[config.mk]
export PLATFORM = sky130hd
export DESIGN_NAME = dvp_pattern_tx
export DESIGN_NICKNAME = d
export VERILOG_FILES = /design/src/rtl/dvp_pattern_tx_pkg.sv /design/src/rtl/dvp_pattern_gen.sv /design/src/rtl/dvp_pattern_tx.sv
export SDC_FILE = /design/constraint.sdc
export NUM_CORES = 1
export LEC_CHECK = 0
export CAP_MARGIN = 0
export CORE_MARGIN = 5
export CORE_UTILIZATION = 63
export DETAILED_ROUTE_END_ITERATION = 10
export DONT_BUFFER_PORTS = 1
export PLACE_DENSITY = 0.82
export SYNTH_ARGS = -nofsm -noshare
export SYNTH_HDL_FRONTEND = slang
export SYNTH_SLANG_ARGS = --single-unit
[constraint.sdc]
create_clock -name i_clk -period 3.1 [get_ports i_clk]
set_input_delay 0.62 -clock i_clk [delete_from_list [all_inputs] [get_ports i_clk]]
set_output_delay 0.62 -clock i_clk [all_outputs]
set_load 0.05 [all_outputs]
[src/rtl/dvp_pattern_tx_pkg.sv]
// Shared types, pattern constants and the RGB444-to-DVP byte packing for the DVP camera emulator.
package dvp_pattern_tx_pkg;

  typedef enum logic [2:0] {
    ST_IDLE,
    ST_VSYNC,
    ST_VBACK,
    ST_ACTIVE,
    ST_VFRONT
  } state_e;

  localparam logic [1:0] MODE_BARS  = 2'd0;
  localparam logic [1:0] MODE_GRAD  = 2'd1;
  localparam logic [1:0] MODE_CHECK = 2'd2;
  localparam logic [1:0] MODE_SOLID = 2'd3;

  // Entry 0 is the leftmost bar.
  localparam logic [7:0][11:0] BAR_TABLE = {
    12'h000, 12'h00F, 12'hF00, 12'hF0F, 12'h0F0, 12'h0FF, 12'hFF0, 12'hFFF
  };

  function automatic logic [7:0] pack_rgb444(input logic [11:0] rgb, input logic odd_byte);
    return odd_byte ? rgb[7:0] : {4'h0, rgb[11:8]};
  endfunction

  function automatic int width_of(input int n);
    return (n > 1) ? $clog2(n) : 1;
  endfunction

  function automatic int max_int(input int a, input int b);
    return (a > b) ? a : b;
  endfunction

endpackage

[src/rtl/dvp_pattern_gen.sv]
// Maps (mode, pixel x, line y, solid colour) to a registered 12-bit RGB444 pixel.
module dvp_pattern_gen
  import dvp_pattern_tx_pkg::*;
#(
  parameter int H_ACTIVE   = 640,
  parameter int CHECK_LOG2 = 3,
  parameter int XW         = 10,
  parameter int YW         = 9
) (
  input  logic            i_clk,
  input  logic            i_rst,
  input  logic [1:0]      i_mode,
  input  logic [XW-1:0]   i_x,
  input  logic [YW-1:0]   i_y,
  input  logic [11:0]     i_solid_rgb,
  output logic [11:0]     o_rgb
);

  localparam int XBW = XW + 3;

  logic [XBW-1:0] x_times8;
  logic [7:1]     bar_ge;
  logic [2:0]     bar_idx;
  logic [3:0]     gray;
  logic           x_cell;
  logic           y_cell;
  logic [11:0]    rgb_d;
  logic [11:0]    rgb_q;

  // bar = (x*8)/H_ACTIVE, found as the number of bar edges already passed.
  assign x_times8 = {i_x, 3'b000};
  for (genvar gi = 1; gi < 8; gi++) begin : g_bar_edge
    assign bar_ge[gi] = (x_times8 >= XBW'(gi * H_ACTIVE));
  end

  always_comb begin
    bar_idx = 3'd0;
    for (int k = 1; k < 8; k++) begin
      if (bar_ge[k]) bar_idx = 3'(k);
    end
  end

  assign gray   = 4'(i_x);
  assign x_cell = |((i_x >> CHECK_LOG2) & XW'(1));
  assign y_cell = |((i_y >> CHECK_LOG2) & YW'(1));

  always_comb begin
    rgb_d = i_solid_rgb;
    case (i_mode)
      MODE_BARS:  rgb_d = BAR_TABLE[bar_idx];
      MODE_GRAD:  rgb_d = {gray, gray, gray};
      MODE_CHECK: rgb_d = (x_cell ^ y_cell) ? 12'hFFF : 12'h000;
      default:    rgb_d = i_solid_rgb;
    endcase
  end

  always_ff @(posedge i_clk or posedge i_rst) begin
    if (i_rst) begin
      rgb_q <= 12'h000;
    end else begin
      rgb_q <= rgb_d;
    end
  end

  assign o_rgb = rgb_q;

endmodule

[src/rtl/dvp_pattern_tx.sv]
// OV7670-style DVP transmitter: frame timing FSM, pattern generator and registered byte/sync outputs.
module dvp_pattern_tx
  import dvp_pattern_tx_pkg::*;
#(
  parameter int H_ACTIVE      = 640,
  parameter int V_ACTIVE      = 480,
  parameter int H_BLANK       = 288,
  parameter int VSYNC_LINES   = 3,
  parameter int V_BACK_LINES  = 17,
  parameter int V_FRONT_LINES = 10,
  parameter int CHECK_LOG2    = 3
) (
  input  logic        i_clk,
  input  logic        i_rst,
  input  logic        i_enable,
  input  logic [1:0]  i_mode,
  input  logic [11:0] i_solid_rgb,
  output logic [7:0]  o_pix_byte,
  output logic        o_vsync,
  output logic        o_href,
  output logic        o_busy,
  output logic [15:0] o_frame_cnt
);

  localparam int L         = 2 * H_ACTIVE + H_BLANK;
  localparam int MAX_LINES = max_int(max_int(VSYNC_LINES, V_BACK_LINES),
                                     max_int(V_ACTIVE, V_FRONT_LINES));
  localparam int HW        = width_of(L);
  localparam int VW        = width_of(MAX_LINES);
  localparam int XW        = width_of(H_ACTIVE);

  state_e        state_q, state_d;
  logic [HW-1:0] hc_q, hc_d;
  logic [VW-1:0] vc_q, vc_d;
  logic [1:0]    mode_q, mode_d;
  logic [11:0]   solid_q, solid_d;
  logic [VW-1:0] last_vc;
  logic          line_end;
  logic          frame_done;
  logic          relatch;
  logic [XW-1:0] pix_x;
  logic [11:0]   rgb_s1;

  logic          vsync_s1_q, href_s1_q, odd_s1_q, busy_s1_q, done_s1_q;
  logic [7:0]    pix_q;
  logic          vsync_q, href_q, busy_q;
  logic [15:0]   fcnt_q;

  assign line_end = (hc_q == HW'(L - 1));

  always_comb begin
    state_d    = state_q;
    hc_d       = hc_q;
    vc_d       = vc_q;
    mode_d     = mode_q;
    solid_d    = solid_q;
    frame_done = 1'b0;
    relatch    = 1'b0;
    case (state_q)
      ST_VSYNC:  last_vc = VW'(VSYNC_LINES - 1);
      ST_VBACK:  last_vc = VW'(V_BACK_LINES - 1);
      ST_ACTIVE: last_vc = VW'(V_ACTIVE - 1);
      ST_VFRONT: last_vc = VW'(V_FRONT_LINES - 1);
      default:   last_vc = '0;
    endcase
    if (state_q == ST_IDLE) begin
      hc_d = '0;
      vc_d = '0;
      if (i_enable) begin
        relatch = 1'b1;
        state_d = ST_VSYNC;
      end
    end else begin
      hc_d = line_end ? '0 : hc_q + 1'b1;
      if (line_end) begin
        if (vc_q == last_vc) begin
          vc_d = '0;
          case (state_q)
            ST_VSYNC:  state_d = ST_VBACK;
            ST_VBACK:  state_d = ST_ACTIVE;
            ST_ACTIVE: state_d = ST_VFRONT;
            default: begin
              // Back-to-back frames skip IDLE entirely when still enabled.
              frame_done = 1'b1;
              if (i_enable) begin
                relatch = 1'b1;
                state_d = ST_VSYNC;
              end else begin
                state_d = ST_IDLE;
              end
            end
          endcase
        end else begin
          vc_d = vc_q + 1'b1;
        end
      end
    end
    if (relatch) begin
      mode_d  = i_mode;
      solid_d = i_solid_rgb;
    end
  end

  always_ff @(posedge i_clk or posedge i_rst) begin
    if (i_rst) begin
      state_q <= ST_IDLE;
      hc_q    <= '0;
      vc_q    <= '0;
      mode_q  <= MODE_BARS;
      solid_q <= 12'h000;
    end else begin
      state_q <= state_d;
      hc_q    <= hc_d;
      vc_q    <= vc_d;
      mode_q  <= mode_d;
      solid_q <= solid_d;
    end
  end

  assign pix_x = XW'(hc_q >> 1);

  dvp_pattern_gen #(
    .H_ACTIVE   (H_ACTIVE),
    .CHECK_LOG2 (CHECK_LOG2),
    .XW         (XW),
    .YW         (VW)
  ) u_gen (
    .i_clk       (i_clk),
    .i_rst       (i_rst),
    .i_mode      (mode_q),
    .i_x         (pix_x),
    .i_y         (vc_q),
    .i_solid_rgb (solid_q),
    .o_rgb       (rgb_s1)
  );

  // Strobes get the same one-cycle delay as the generator so every output lines up.
  always_ff @(posedge i_clk or posedge i_rst) begin
    if (i_rst) begin
      vsync_s1_q <= 1'b0;
      href_s1_q  <= 1'b0;
      odd_s1_q   <= 1'b0;
      busy_s1_q  <= 1'b0;
      done_s1_q  <= 1'b0;
      pix_q      <= 8'h00;
      vsync_q    <= 1'b0;
      href_q     <= 1'b0;
      busy_q     <= 1'b0;
      fcnt_q     <= 16'h0000;
    end else begin
      vsync_s1_q <= (state_q == ST_VSYNC);
      href_s1_q  <= (state_q == ST_ACTIVE) && (hc_q < HW'(2 * H_ACTIVE));
      odd_s1_q   <= hc_q[0];
      busy_s1_q  <= (state_q != ST_IDLE);
      done_s1_q  <= frame_done;
      pix_q      <= href_s1_q ? pack_rgb444(rgb_s1, odd_s1_q) : 8'h00;
      vsync_q    <= vsync_s1_q;
      href_q     <= href_s1_q;
      busy_q     <= busy_s1_q;
      if (done_s1_q) fcnt_q <= fcnt_q + 16'd1;
    end
  end

  assign o_pix_byte  = pix_q;
  assign o_vsync     = vsync_q;
  assign o_href      = href_q;
  assign o_busy      = busy_q;
  assign o_frame_cnt = fcnt_q;

endmodule
==> reports/metrics.cfg <==
[critical_path]
worst_path_max_delay_cell = dfrtp_1
cp.required_ps = 3330
crit_chain = or3b_1 > or2_2 > a31oi_1 > and3_1 > a41o_2 > mux2_2
start_kind = flip-flop
path_buf_inv = 0
cp_top_family = simple AND/OR/NAND/NOR gates
cp_max_fo = 14
arrival_ps = 2900
worstSetupPathType = flip-flop to flip-flop
cpPeakStageDelay_ps = 530
end_kind = flip-flop

[route]
vias = 2352
ant_nets = 0
vias_per_cell = 5.939
dr_wl_met2_um = 3238
totalWireLength_um = 6852
drc = 0
first_iter_violations = 160
routed.top_layer = met4
wl_per_cell_um = 17.30
m1WireLength_um = 3066
dr_wl_met3_um = 469
dr.pass1.iters = 4

[clock_tree]
clock_latency_ps = 350
post_cts_buffers = 0
cts_tree = yes
cts.reportedPaths.clkPinSlew_ps = 80
cts_buffer_depth = 2
clock_sinks = 81
cts.hold.buffers_added = 0
cts.htree.levels = 3
cts_resized = 0
cts-buffers-inserted = 9
cts-root-buf = clkbuf_8

[sta]
rsz0062_at_grt = no
fin_crit_ps = 2668
whs_ps = 274.5
maxSlewHeadroom_pct = 46.64
tightest_slew_ps = 799.5
fmax_ghz = 0.3748
fin_worst_skew_ps = 12.88
final_max_slew_viol_count = 0
hold_viol_final = 0
finalSetupTns_ps = 0
fin_crit_sh_pct = 86.07
setup_viol = 0
fin_ws_ps = 431.7

[synthesis]
ys_ff_latch = 81
syn_inst = 318
synth-edff-count = 0
netlist_area_sq_um = 3628
yosysWarnings = 0
synth_ff_type = dfrtp_1
synthXorXnorAreaFrac_pct = 6.517
syn-num-nets = 338
synth_area_per_cell_sq_um = 11.41
yosys.area_share.simple_pct = 16.55
synth_top_family_by_area = simple AND/OR/NAND/NOR gates
ys_types = 52
synth_compound_area_share_pct = 9.448
async_flop_share_pct = 100.0
synthAdderAreaFrac_pct = 1.310
yosysSeqAreaShare_pct = 55.86
synth_mux_area_share_pct = 7.552

[floorplan]
fp.dieArea_sq_um = 7377
initial_core_util_pct = 65.49
rows = 27
die_y_um = 85.89
core_area_sq_um = 5540
num_io_pins = 44
fp.dieW_um = 85.89

[power_and_ir_drop]
powerDensity_nw_per_um2 = 499.4
max-vdd-ir-drop_mv = 0.3181
power_mw = 1.962
total_leakage_power_nw = 1.768

[layout]
nets = 339
drive_gt1_share_pct = 12.65
n_antenna_cell = 0
area_growth_pct = 8.276
fillerInstances = 377
post-route-util_pct = 70.91

[place]
place_congestion = 0.8262
port_buffers = 0
dp_hpwl_um = 4884
pre_cts_slack_ps = 481.8

[hold_path]
hp-class = input pin to asynchronous set/reset pin

[grt]
antenna_found_initial = 0
globalRoute.totalOverflow = 0
grt_pass1_wl_um = 11440
grt_max_degree = 48
grt_pass1_vias = 2322
grt_util_all_layers_pct = 20.05

[status]
status = completed

[job]
cap_violations = 0

-- kinds of logic (layout without fill, tap and decap cells) --
logic type,after synthesis,in the layout
buf+inv,23,29
fa+ha+maj,4,4
xor+xnor,27,27
flops,81,81
simple gates,116,116
mux,22,22
compound gates,45,45
-- path summary, 6_finish.rpt --
check	start	endpoint	slack (ps)	cells past startpoint
max in group asynchronous	i_rst	odd_s1_q	2180	2
setup reg to reg	state_q[2]	solid_q[2]	430	6
min in group i_clk	vsync_s1_q	o_vsync	360	0
hold reg to reg	vsync_s1_q	o_vsync	360	0
hold / removal	i_rst	o_pix_byte[2]	270	1
setup / recovery	state_q[2]	solid_q[2]	430	6
-- cell usage after synthesis (all sizes together), types with 2 or more instances --
master / number / share of area (%)
xor2: 16 / 3.9
o21ai: 8 / 1.1
nor2b: 5 / 0.86
a211oi: 2 / 0.41
nor3: 7 / 1.3
o21a: 2 / 0.41
buf: 4 / 0.79
or3: 2 / 0.34
nor4: 2 / 0.34
inv: 10 / 1.0
mux2: 16 / 5.9
ha: 3 / 1.0
nor2: 29 / 3.0
nand4: 9 / 1.6
nand3: 13 / 1.8
and2: 4 / 0.69
and3: 10 / 1.7
clkbuf: 9 / 0.93
a22o: 4 / 0.97
or4: 3 / 0.72
or2: 2 / 0.34
a21oi: 5 / 0.69
mux2i: 6 / 1.7
dfrtp: 81 / 56
o22a: 12 / 2.9
nand2: 25 / 2.8
xnor2: 11 / 2.7
-- worst register-to-register path: stages (launching register included) --
cell and delay, ps:
dfrtp_1 530, or3b_1 430, or2_2 300, a31oi_1 230
and3_1 210, a41o_2 470, mux2_2 400
-- area by class of cell --
cell class	count	area [sq um]	area share (%)
multi-input combinational	214	1501	38.22
clock inverter	5	85.08	2.166
inverter	10	38.79	0.9873
clock buffer	11	151.4	3.853
timing repair buffer	3	35.03	0.8917
sequential	81	2027	51.59
tap	72	90.09	2.293
-- power breakdown --
group | switching [mW] | internal [mW] | total (mW)
Sequential | 0 | 1.06 | 1.06
Combinational | 0.0194 | 0.00302 | 0.0224
Clock | 0.383 | 0.502 | 0.884
Total | 0.402 | 1.56 | 1.96
-- cell usage in the layout (no fill, tap or decap), types with 3 or more instances in the layout --
cell       n
a21oi_1    5
mux2i_1    6
nor3_1     6
nand3_1   13
nand2_1   24
mux2_4     9
nand4_1    9
dfrtp_1   81
ha_1       3
nor2_1    29
and2_1     4
o21ai_0    8
and3_1    10
inv_1      9
nor2b_1    5
xor2_1    16
a22o_1     4
o22a_1    12
clkbuf_8  11
mux2_2     6
xnor2_1   11
-- stage by stage --
stage / cells / area [sq um]
2_1_floorplan: 318 / 3628
3_3_place_gp: 380 / 3692
3_5_place_dp: 380 / 3692
4_1_cts: 396 / 3929
5_1_grt: 396 / 3929
6_report: 396 / 3929
-- registers in the layout, summed over array words and instances (netlist names), 2 cells and up --
name / cells
hc_q: 11
mode_q: 2
o_frame_cnt: 16
o_pix_byte: 8
solid_q: 12
state_q: 3
u_gen.o_rgb: 12
vc_q: 9
-- layer usage --
layer	global-route usage, %	vias to the layer above
met4	6.331	0
met3	7.205	9
met2	30.97	75
met5	0	-
met1	26.53	1146
li1	-	1122
(Power assumes the default switching activity.)
